File: config.mk
export PLATFORM = sky130hd
export DESIGN_NAME = zero_flag_pipe
export DESIGN_NICKNAME = d
export VERILOG_FILES = /design/src/rtl/zero_flag_pipe.sv
export SDC_FILE = /design/constraint.sdc
export NUM_CORES = 1
export LEC_CHECK = 0
export ABC_AREA = 1
export CAP_MARGIN = 0
export CORE_MARGIN = 3
export CORE_UTILIZATION = 29
export DETAILED_ROUTE_END_ITERATION = 12
export GPL_TIMING_DRIVEN = 0
export HOLD_SLACK_MARGIN = 0.12
export PLACE_DENSITY = 0.68
export SETUP_SLACK_MARGIN = 0.02
export SYNTH_ARGS = -nofsm -noshare
export SYNTH_HDL_FRONTEND = slang
export SYNTH_SLANG_ARGS = --single-unit
File: constraint.sdc
create_clock -name clk -period 0.9 [get_ports clk]
set_input_delay 0.18 -clock clk [delete_from_list [all_inputs] [get_ports clk]]
set_output_delay 0.18 -clock clk [all_outputs]
set_load 0.03 [all_outputs]
File: src/rtl/zero_flag_pipe.sv
`default_nettype none
// ============================================================================
// Module      : zero_flag_pipe
// Description : Pipelined zero/negative detector built as a registered OR tree,
//               with architectural Z/N flags updated by flag-setting results.
// Revision    : 1.0  initial release
// ============================================================================
module zero_flag_pipe #(
    parameter int WIDTH = 64,
    parameter int FANIN = 4
) (
    input  logic             clk,
    input  logic             reset,
    input  logic             in_valid,
    input  logic [WIDTH-1:0] in_data,
    input  logic             in_set_flags,
    input  logic             flush,
    output logic             out_valid,
    output logic             out_zero,
    output logic             out_neg,
    output logic             flag_z,
    output logic             flag_n
);

    function automatic int f_levels();
        int w;
        int n;
        w = WIDTH;
        n = 0;
        for (int i = 0; i < 16; i++) begin
            if (w > 1) begin
                w = (w + FANIN - 1) / FANIN;
                n = n + 1;
            end
        end
        return (n < 1) ? 1 : n;
    endfunction

    function automatic int f_lvl_width(input int lvl);
        int w;
        w = WIDTH;
        for (int i = 0; i < lvl; i++) begin
            w = (w + FANIN - 1) / FANIN;
        end
        return w;
    endfunction

    function automatic int f_lvl_off(input int lvl);
        int off;
        off = 0;
        for (int m = 1; m < lvl; m++) begin
            off = off + f_lvl_width(m);
        end
        return off;
    endfunction

    localparam int c_LEVELS = f_levels();
    localparam int c_TOT    = f_lvl_off(c_LEVELS + 1);

    logic [c_TOT-1:0]    w_tree;
    logic [c_LEVELS:1]   w_vin;
    logic [c_LEVELS:1]   w_sin;
    logic [c_LEVELS:1]   w_fin;
    logic [c_LEVELS:1]   w_adv;
    logic [c_LEVELS:1]   r_vld;
    logic [c_LEVELS:1]   r_sign;
    logic [c_LEVELS:1]   r_set;
    logic                r_flag_z;
    logic                r_flag_n;

    always_comb begin
        w_vin    = '0;
        w_sin    = '0;
        w_fin    = '0;
        w_vin[1] = in_valid;
        w_sin[1] = in_data[WIDTH-1];
        w_fin[1] = in_set_flags;
        for (int l = 2; l <= c_LEVELS; l++) begin
            w_vin[l] = r_vld[l-1];
            w_sin[l] = r_sign[l-1];
            w_fin[l] = r_set[l-1];
        end
        w_adv = flush ? '0 : w_vin;
    end

    for (genvar l = 1; l <= c_LEVELS; l++) begin : g_lvl
        localparam int c_NI = f_lvl_width(l - 1);
        localparam int c_NO = f_lvl_width(l);
        localparam int c_OO = f_lvl_off(l);

        logic [c_NI-1:0]       w_src;
        logic [c_NO*FANIN-1:0] w_pad;
        logic [c_NO-1:0]       w_or;
        logic [c_NO-1:0]       r_vec;

        if (l == 1) begin : g_first
            assign w_src = in_data;
        end else begin : g_next
            assign w_src = w_tree[f_lvl_off(l - 1) +: c_NI];
        end

        always_comb begin
            w_pad            = '0;
            w_pad[c_NI-1:0]  = w_src;
            w_or             = '0;
            for (int j = 0; j < c_NO; j++) begin
                w_or[j] = |w_pad[j*FANIN +: FANIN];
            end
        end

        // The last stage stores the zero indication itself, so reset yields out_zero = 0.
        always_ff @(posedge clk or negedge reset) begin
            if (!reset) begin
                r_vec <= '0;
            end else if (w_adv[l]) begin
                r_vec <= (l == c_LEVELS) ? ~w_or : w_or;
            end
        end

        assign w_tree[c_OO +: c_NO] = r_vec;
    end

    always_ff @(posedge clk or negedge reset) begin
        if (!reset) begin
            r_vld    <= '0;
            r_sign   <= '0;
            r_set    <= '0;
            r_flag_z <= 1'b0;
            r_flag_n <= 1'b0;
        end else begin
            r_vld <= w_adv;
            for (int l = 1; l <= c_LEVELS; l++) begin
                if (w_adv[l]) begin
                    r_sign[l] <= w_sin[l];
                    r_set[l]  <= w_fin[l];
                end
            end
            if (!flush && r_vld[c_LEVELS] && r_set[c_LEVELS]) begin
                r_flag_z <= w_tree[c_TOT-1];
                r_flag_n <= r_sign[c_LEVELS];
            end
        end
    end

    assign out_valid = r_vld[c_LEVELS];
    assign out_zero  = w_tree[c_TOT-1];
    assign out_neg   = r_sign[c_LEVELS];
    assign flag_z    = r_flag_z;
    assign flag_n    = r_flag_n;

endmodule
`default_nettype wire

==> out/metrics.csv <==
metric;value;unit
outcome;finished, violations left;
violated checks;negative setup slack;
sw frac;25.4;%
complex-gate fraction of the synthesized area;1.39;%
top cells by area, synth;dfrtp_1, nand2_1, nor2_1;
Power Density;1500;nW/um^2
Syn. warnings;0;
post-synthesis mux area share;0;%
DIE AREA;5840;um^2
drt total wl;3240;um
Simple-Gate Fraction of Synth Area;39.8;%
Netlist cell types;12;
main combinational cell family by area after synthesis;simple AND/OR/NAND/NOR gates;
Syn Nets;261;
Sequential Power Share;47.4;%
DRT iter0 DRCs;37;
routability cong.;0.754;
largest net degree at the start of global routing;21;
top-count cell post-synth;nand2_1;
Ports;74;
slowest cell on the critical path;dfrtp_2;
Antenna Cells;0;
root buffer cell;clkbuf_8;
cts hold-fix bufs;0;
Synth Flop Type;dfrtp_1;
clock buffer depth;2;
TNS Setup;-0.516;ns
reg-to-reg setup timing slack;0.11;ns
Fmax;984;MHz
Worst R2R Path Depth;4;
worst min-delay path class;in2async;
PnR worst setup slack;-0.116;ns
sequential share of the synthesized area;55.7;%
Initial Util;31.5;%
fin crit share;113;%
Max Slew Vio Count;0;
Syn Inst Count;192;
Critical Path RT;0.72;ns
WP buf/inv;1;
mapped cell area;1440;um^2
Port Buffer Count;73;
Worst R2R Start;r_vld[1];
first-pass GRT wire length;5940;um
Worst R2R End;g_lvl[2].r_vec[2];
skew final;0.00695;ns
post-synthesis async set-or-reset flop share;100;%
Top Layer Used;met4;
synth cell count leaders;nand2_1, nor2_1, dfrtp_1;
final hold vios;0;
cts bufs inserted;5;
Critical Path Start Type;flop;
EDFF count, synth;0;
Final ANT Viol Nets;0;
Setup violations, final;5;
vias in the first global route;1389;
Crit path max-delay family;flip-flops;
CP Max Fanout;2;
fin cells;345;
Post-Synth XOR/XNOR Area;0;%
arrival time worst endpoint;0.84;ns
fraction of layout cells with a size suffix above 1;10.4;%
critical path class;reg2out;
largest stage delay on the critical path;0.41;ns
DP HPWL;2580;um
Synth-to-Final Area Change;69.5;%
min Tclk post-route;1.02;ns
hold slack;0.138;ns
routed length on met3;259;um
placed cell count;331;
core area;4560;um^2
Congestion Overflow GR;0;
sw power;928;uW
crit-path cells;buf_6;
CTS tree;built;
Std-Cell Rows;24;
met1 wire length;1350;um
post-DR wirelength/cell;9.39;um
Sink Count;32;
First-pass DRT Iterations;4;
Yosys top cell area share;55.7;%
Comb pwr share;22.0;%
# DRC;0;
post-synth top area cell;dfrtp_1;
worst skew pair latency;0.28;ns
max_slew headroom;39.4;%
vias per inst;4.15;
Slew @ Worst Pin;0.909;ns
Pint;2.73;mW
Clock power frac;30.7;%
Leakage;1.16;nW
RSZ-0062 raised after global routing;true;
via count;1433;
Post-Place Setup Slack;-0.485;ns
max_cap viols;0;
peak supply drop;0.000646;V
flops & latches, synth;32;
Syn Area/Cell;7.49;um^2
die height;76.4;um
initial antenna violation count;0;
Overall Global Routing Usage;12.5;%
clock transition at the registers of the reported paths;0.07;ns
Synth Area in Adders;0;%
CP Capture Type;output port;
chip width;76.4;um
number of H-tree levels;2;
Total Nets Final;348;
metal2 WL;1580;um
state kept, by name, indices dropped and copies added, names as in the netlist:
register	flops
flag_n	1
g_lvl.r_vec	20
r_set	3
out_zero	1
r_vld	3
r_sign	3
flag_z	1
routing by layer:
metal	up-vias	GRT usage, %
met5	-	0
met4	0	4.35
met3	7	5.08
met2	48	20.9
met1	622	14.4
li1	756	-
cells by family after synthesis:
logic type	after synthesis
and+or+nand+nor	147
DFF	32
buffers and inverters	9
AOI/OAI and AO/OA	4
what timing repair did:
action	4_1_cts	5_1_grt
pin swaps	1	2
setup endpoints to repair	63	12
resized for setup	42	6
buffers inserted	5	1
cloned	1	0
metrics by stage:
step           power, mW  utilization [%]  cell area [um^2]
2_1_floorplan       2.05                -              1440
3_3_place_gp        2.48             49.3              2250
3_5_place_dp        2.51             49.6              2270
4_1_cts             3.70             52.9              2420
5_1_grt             3.91             53.4              2440
6_report            3.66             53.4              2440
cell usage in the layout (no fill, tap or decap):
master	Yosys	final
nor2_4	0	1
nand3_1	2	1
nand3_2	0	1
clkdlybuf4s50_1	0	65
nand2_1	97	97
buf_4	3	5
nand4_1	2	2
clkdlybuf4s15_1	0	1
nand2_4	1	2
clkbuf_8	0	6
dfrtp_2	0	1
inv_2	2	2
clkbuf_1	0	2
dfrtp_1	32	31
inv_1	4	4
buf_8	0	1
nor2_1	43	42
nor2_2	1	1
buf_6	0	9
o21ai_0	4	4
dlygate4sd2_1	0	2
worst max path at each step:
| stage | slack [ns] | cells past startpoint | startpoint | to |
|---|---|---|---|---|
| floorplan | 0.11 | 3 | r_vld[3] | flag_n |
| global placement | -1.04 | 1 | reset | r_vld[3] |
| detailed placement | -0.48 | 2 | reset | r_vld[3] |
| CTS | -0.13 | 1 | r_vld[3] | out_valid |
| global route | -0.15 | 1 | r_vld[3] | out_valid |
| finish | -0.12 | 1 | r_vld[3] | out_valid |
power groups by stage:
stage | registers [mW] | clock network (mW) | logic, mW
after CTS | 1.73 | 1.17 | 0.807
final | 1.73 | 1.12 | 0.804
after global routing | 1.76 | 1.25 | 0.905
after floorplan | 1.78 | 0 | 0.268
after global placement | 1.75 | 0 | 0.724
after detailed placement | 1.75 | 0 | 0.752
cell type report:
class	count	area, um^2
buffer	3	30.0
clock buffer	8	90.1
fill	450	2130
inverter	6	22.5
multi-input combinational	151	609
sequential	32	802
tap	65	81.3
timing repair buffer	80	802
Note: power is estimated with default switching activity, not from simulation.
==> patch, RTL diff (same flow settings) <==
Change the parameter `FANIN` from 4 to 2.
--- a/src/rtl/zero_flag_pipe.sv
+++ b/src/rtl/zero_flag_pipe.sv
@@ -8,5 +8,5 @@
 module zero_flag_pipe #(
     parameter int WIDTH = 64,
-    parameter int FANIN = 4
+    parameter int FANIN = 2
 ) (
     input  logic             clk,
Behaviour: not the same (Yosys sat finds a counterexample within 4 cycles, from zero or initial values and one cycle with reset low).
==> patch against the unedited design <==
  * The run ends with negative hold slack, negative setup slack left
  * Routed wire length is 120% higher
  * Design area up 100%
  * Area after synthesis rose by 130%
  * Setup slack got worse by 0.053 ns
  * Sequential cell count rose by 51
  * Power rose to 2.9 times the old value
  * Register-to-register slack got worse by 0.18 ns
  * Sequential power grew to 2.7 times the old value
  * First-iteration DRC count is 120% higher
  * Hold slack worse by 0.30 ns
  * Highest routed layer unchanged
==> patch: results (changes against the unedited design) <==
finish:
  fill_cells: 1041  # +130%
  seq_cells: 83  # +160%
  num-clock-buffers: 9  # +1
  multi_input_area_um2: 1175  # +93%
  clock_area_share_pct: 7.165  # +3.5 points
  drive_gt1_share_pct: 22.15  # +12 points
  signal_buffers: 101  # +22%
  final-seq-area_um2: 2078  # +160%
  nNetsFinal: 511  # +47%
yosys:
  netlist_top_cells_area: "dfrtp_1, nand2_1, o21ai_0, nor2_1, o21ai_2"
  synth_cell_types: 16  # +4
  syn-num-nets: 410  # +57%
  yosys-top-cells-count: "nand2_1, dfrtp_1, nor2_1"
  ys_seq_area_share_pct: 63.67  # +8.0 points
  synth_compound_area_share_pct: 10.89  # +9.5 points
timing:
  setup_slack_ns: -0.1688  # -0.05260 ns
  final-setup-viol-count: 23  # +18
  worst_clock_skew_ns: 0.008108  # +0.001159 ns
  finalHoldViolations: 41  # +41
  holdWs_ns: -0.1657  # -0.3039 ns
  max_slew_margin_pct: 63.36  # +24 points
power_and_ir_drop:
  leakage_nw: 2.329  # +100%
  vdd_drop_max_uv: 1002  # +55%
  switching_share_pct: 24.50  # -0.88 points
setup_path:
  r2r_end: "r_sign[2]"
  slowest_stage: "dfrtp_1"
  rrSetupSlack_ns: -0.07  # -0.18 ns
cts:
  cts_resized: 82  # +95%
  clk_latency_ns: 0.34  # +0.06 ns
  root_buffer: "clkbuf_16"
global_route:
  grt_pass1_vias: 2673  # +92%
  track_usage_pct: 11.62  # -0.89 points
  grt_pass1_wl_mm: 11.76  # +98%
outcome:
  failed_checks: "negative hold slack, negative setup slack"
  status: "finished, violations left"
route:
  wirelength_mm: 7.071  # +120%
  drt_iter0_markers: 81  # +120%
place:
  placed_cell_area_um2: 4187  # +85%
  place.gp.congestion: 0.7475  # -0.89%
floorplan:
  die-area_um2: 12560  # +120%
patch: routing by layer:
layer | part of all wire (%) | GRT usage, % | vias to the layer above
met5 | 0 | 0 | -
met4 | 1.6 | 4.006 | 0
met3 | 5.1 | 3.774 | 9
met2 | 50 | 20.30 | 63
met1 | 43 | 13.45 | 1213
li1 | - | - | 1283
patch: through the flow:
step / std cells / util [%] / worst slack (ns) / setup TNS [ns]
2_1_floorplan: 341 / - / 0.07192 / 0
3_3_place_gp: 554 / 38.12 / -3.414 / -296.29
6_report: 587 / 44.55 / -0.1688 / -1.335
4_1_cts: 584 / 43.48 / -0.1760 / -1.504
3_5_place_dp: 555 / 38.28 / -0.6152 / -38.28
5_1_grt: 587 / 44.55 / -0.1943 / -2.317
patch: how the worst max path moves through the flow:
stage / startpoint / end / slack [ns]
6_report: r_sign[6] / out_neg / -0.17
5_1_grt: r_vld[6] / out_valid / -0.19
4_1_cts: r_vld[6] / out_valid / -0.18
3_5_place_dp: flush / g_lvl[1].r_vec[7] / -0.62
3_3_place_gp: reset / r_vld[6] / -3.41
2_1_floorplan: r_vld[1] / g_lvl[2].r_vec[10] / 0.07
patch: power by group through the flow:
stage | sequential [mW] | combinational [mW] | clock (mW)
after floorplan | 4.65 | 0.703 | 0
after detailed placement | 4.71 | 1.28 | 0
final | 4.71 | 1.48 | 4.24
after global placement | 4.69 | 1.23 | 0
after CTS | 4.66 | 1.42 | 4.34
after global routing | 4.77 | 1.69 | 4.48
patch: logic make-up (layout without fill, tap and decap cells):
group,after synthesis,after routing
DFF,83,83
and+or+nand+nor,177,178
AOI/OAI and AO/OA,62,62
buffers and inverters,19,124
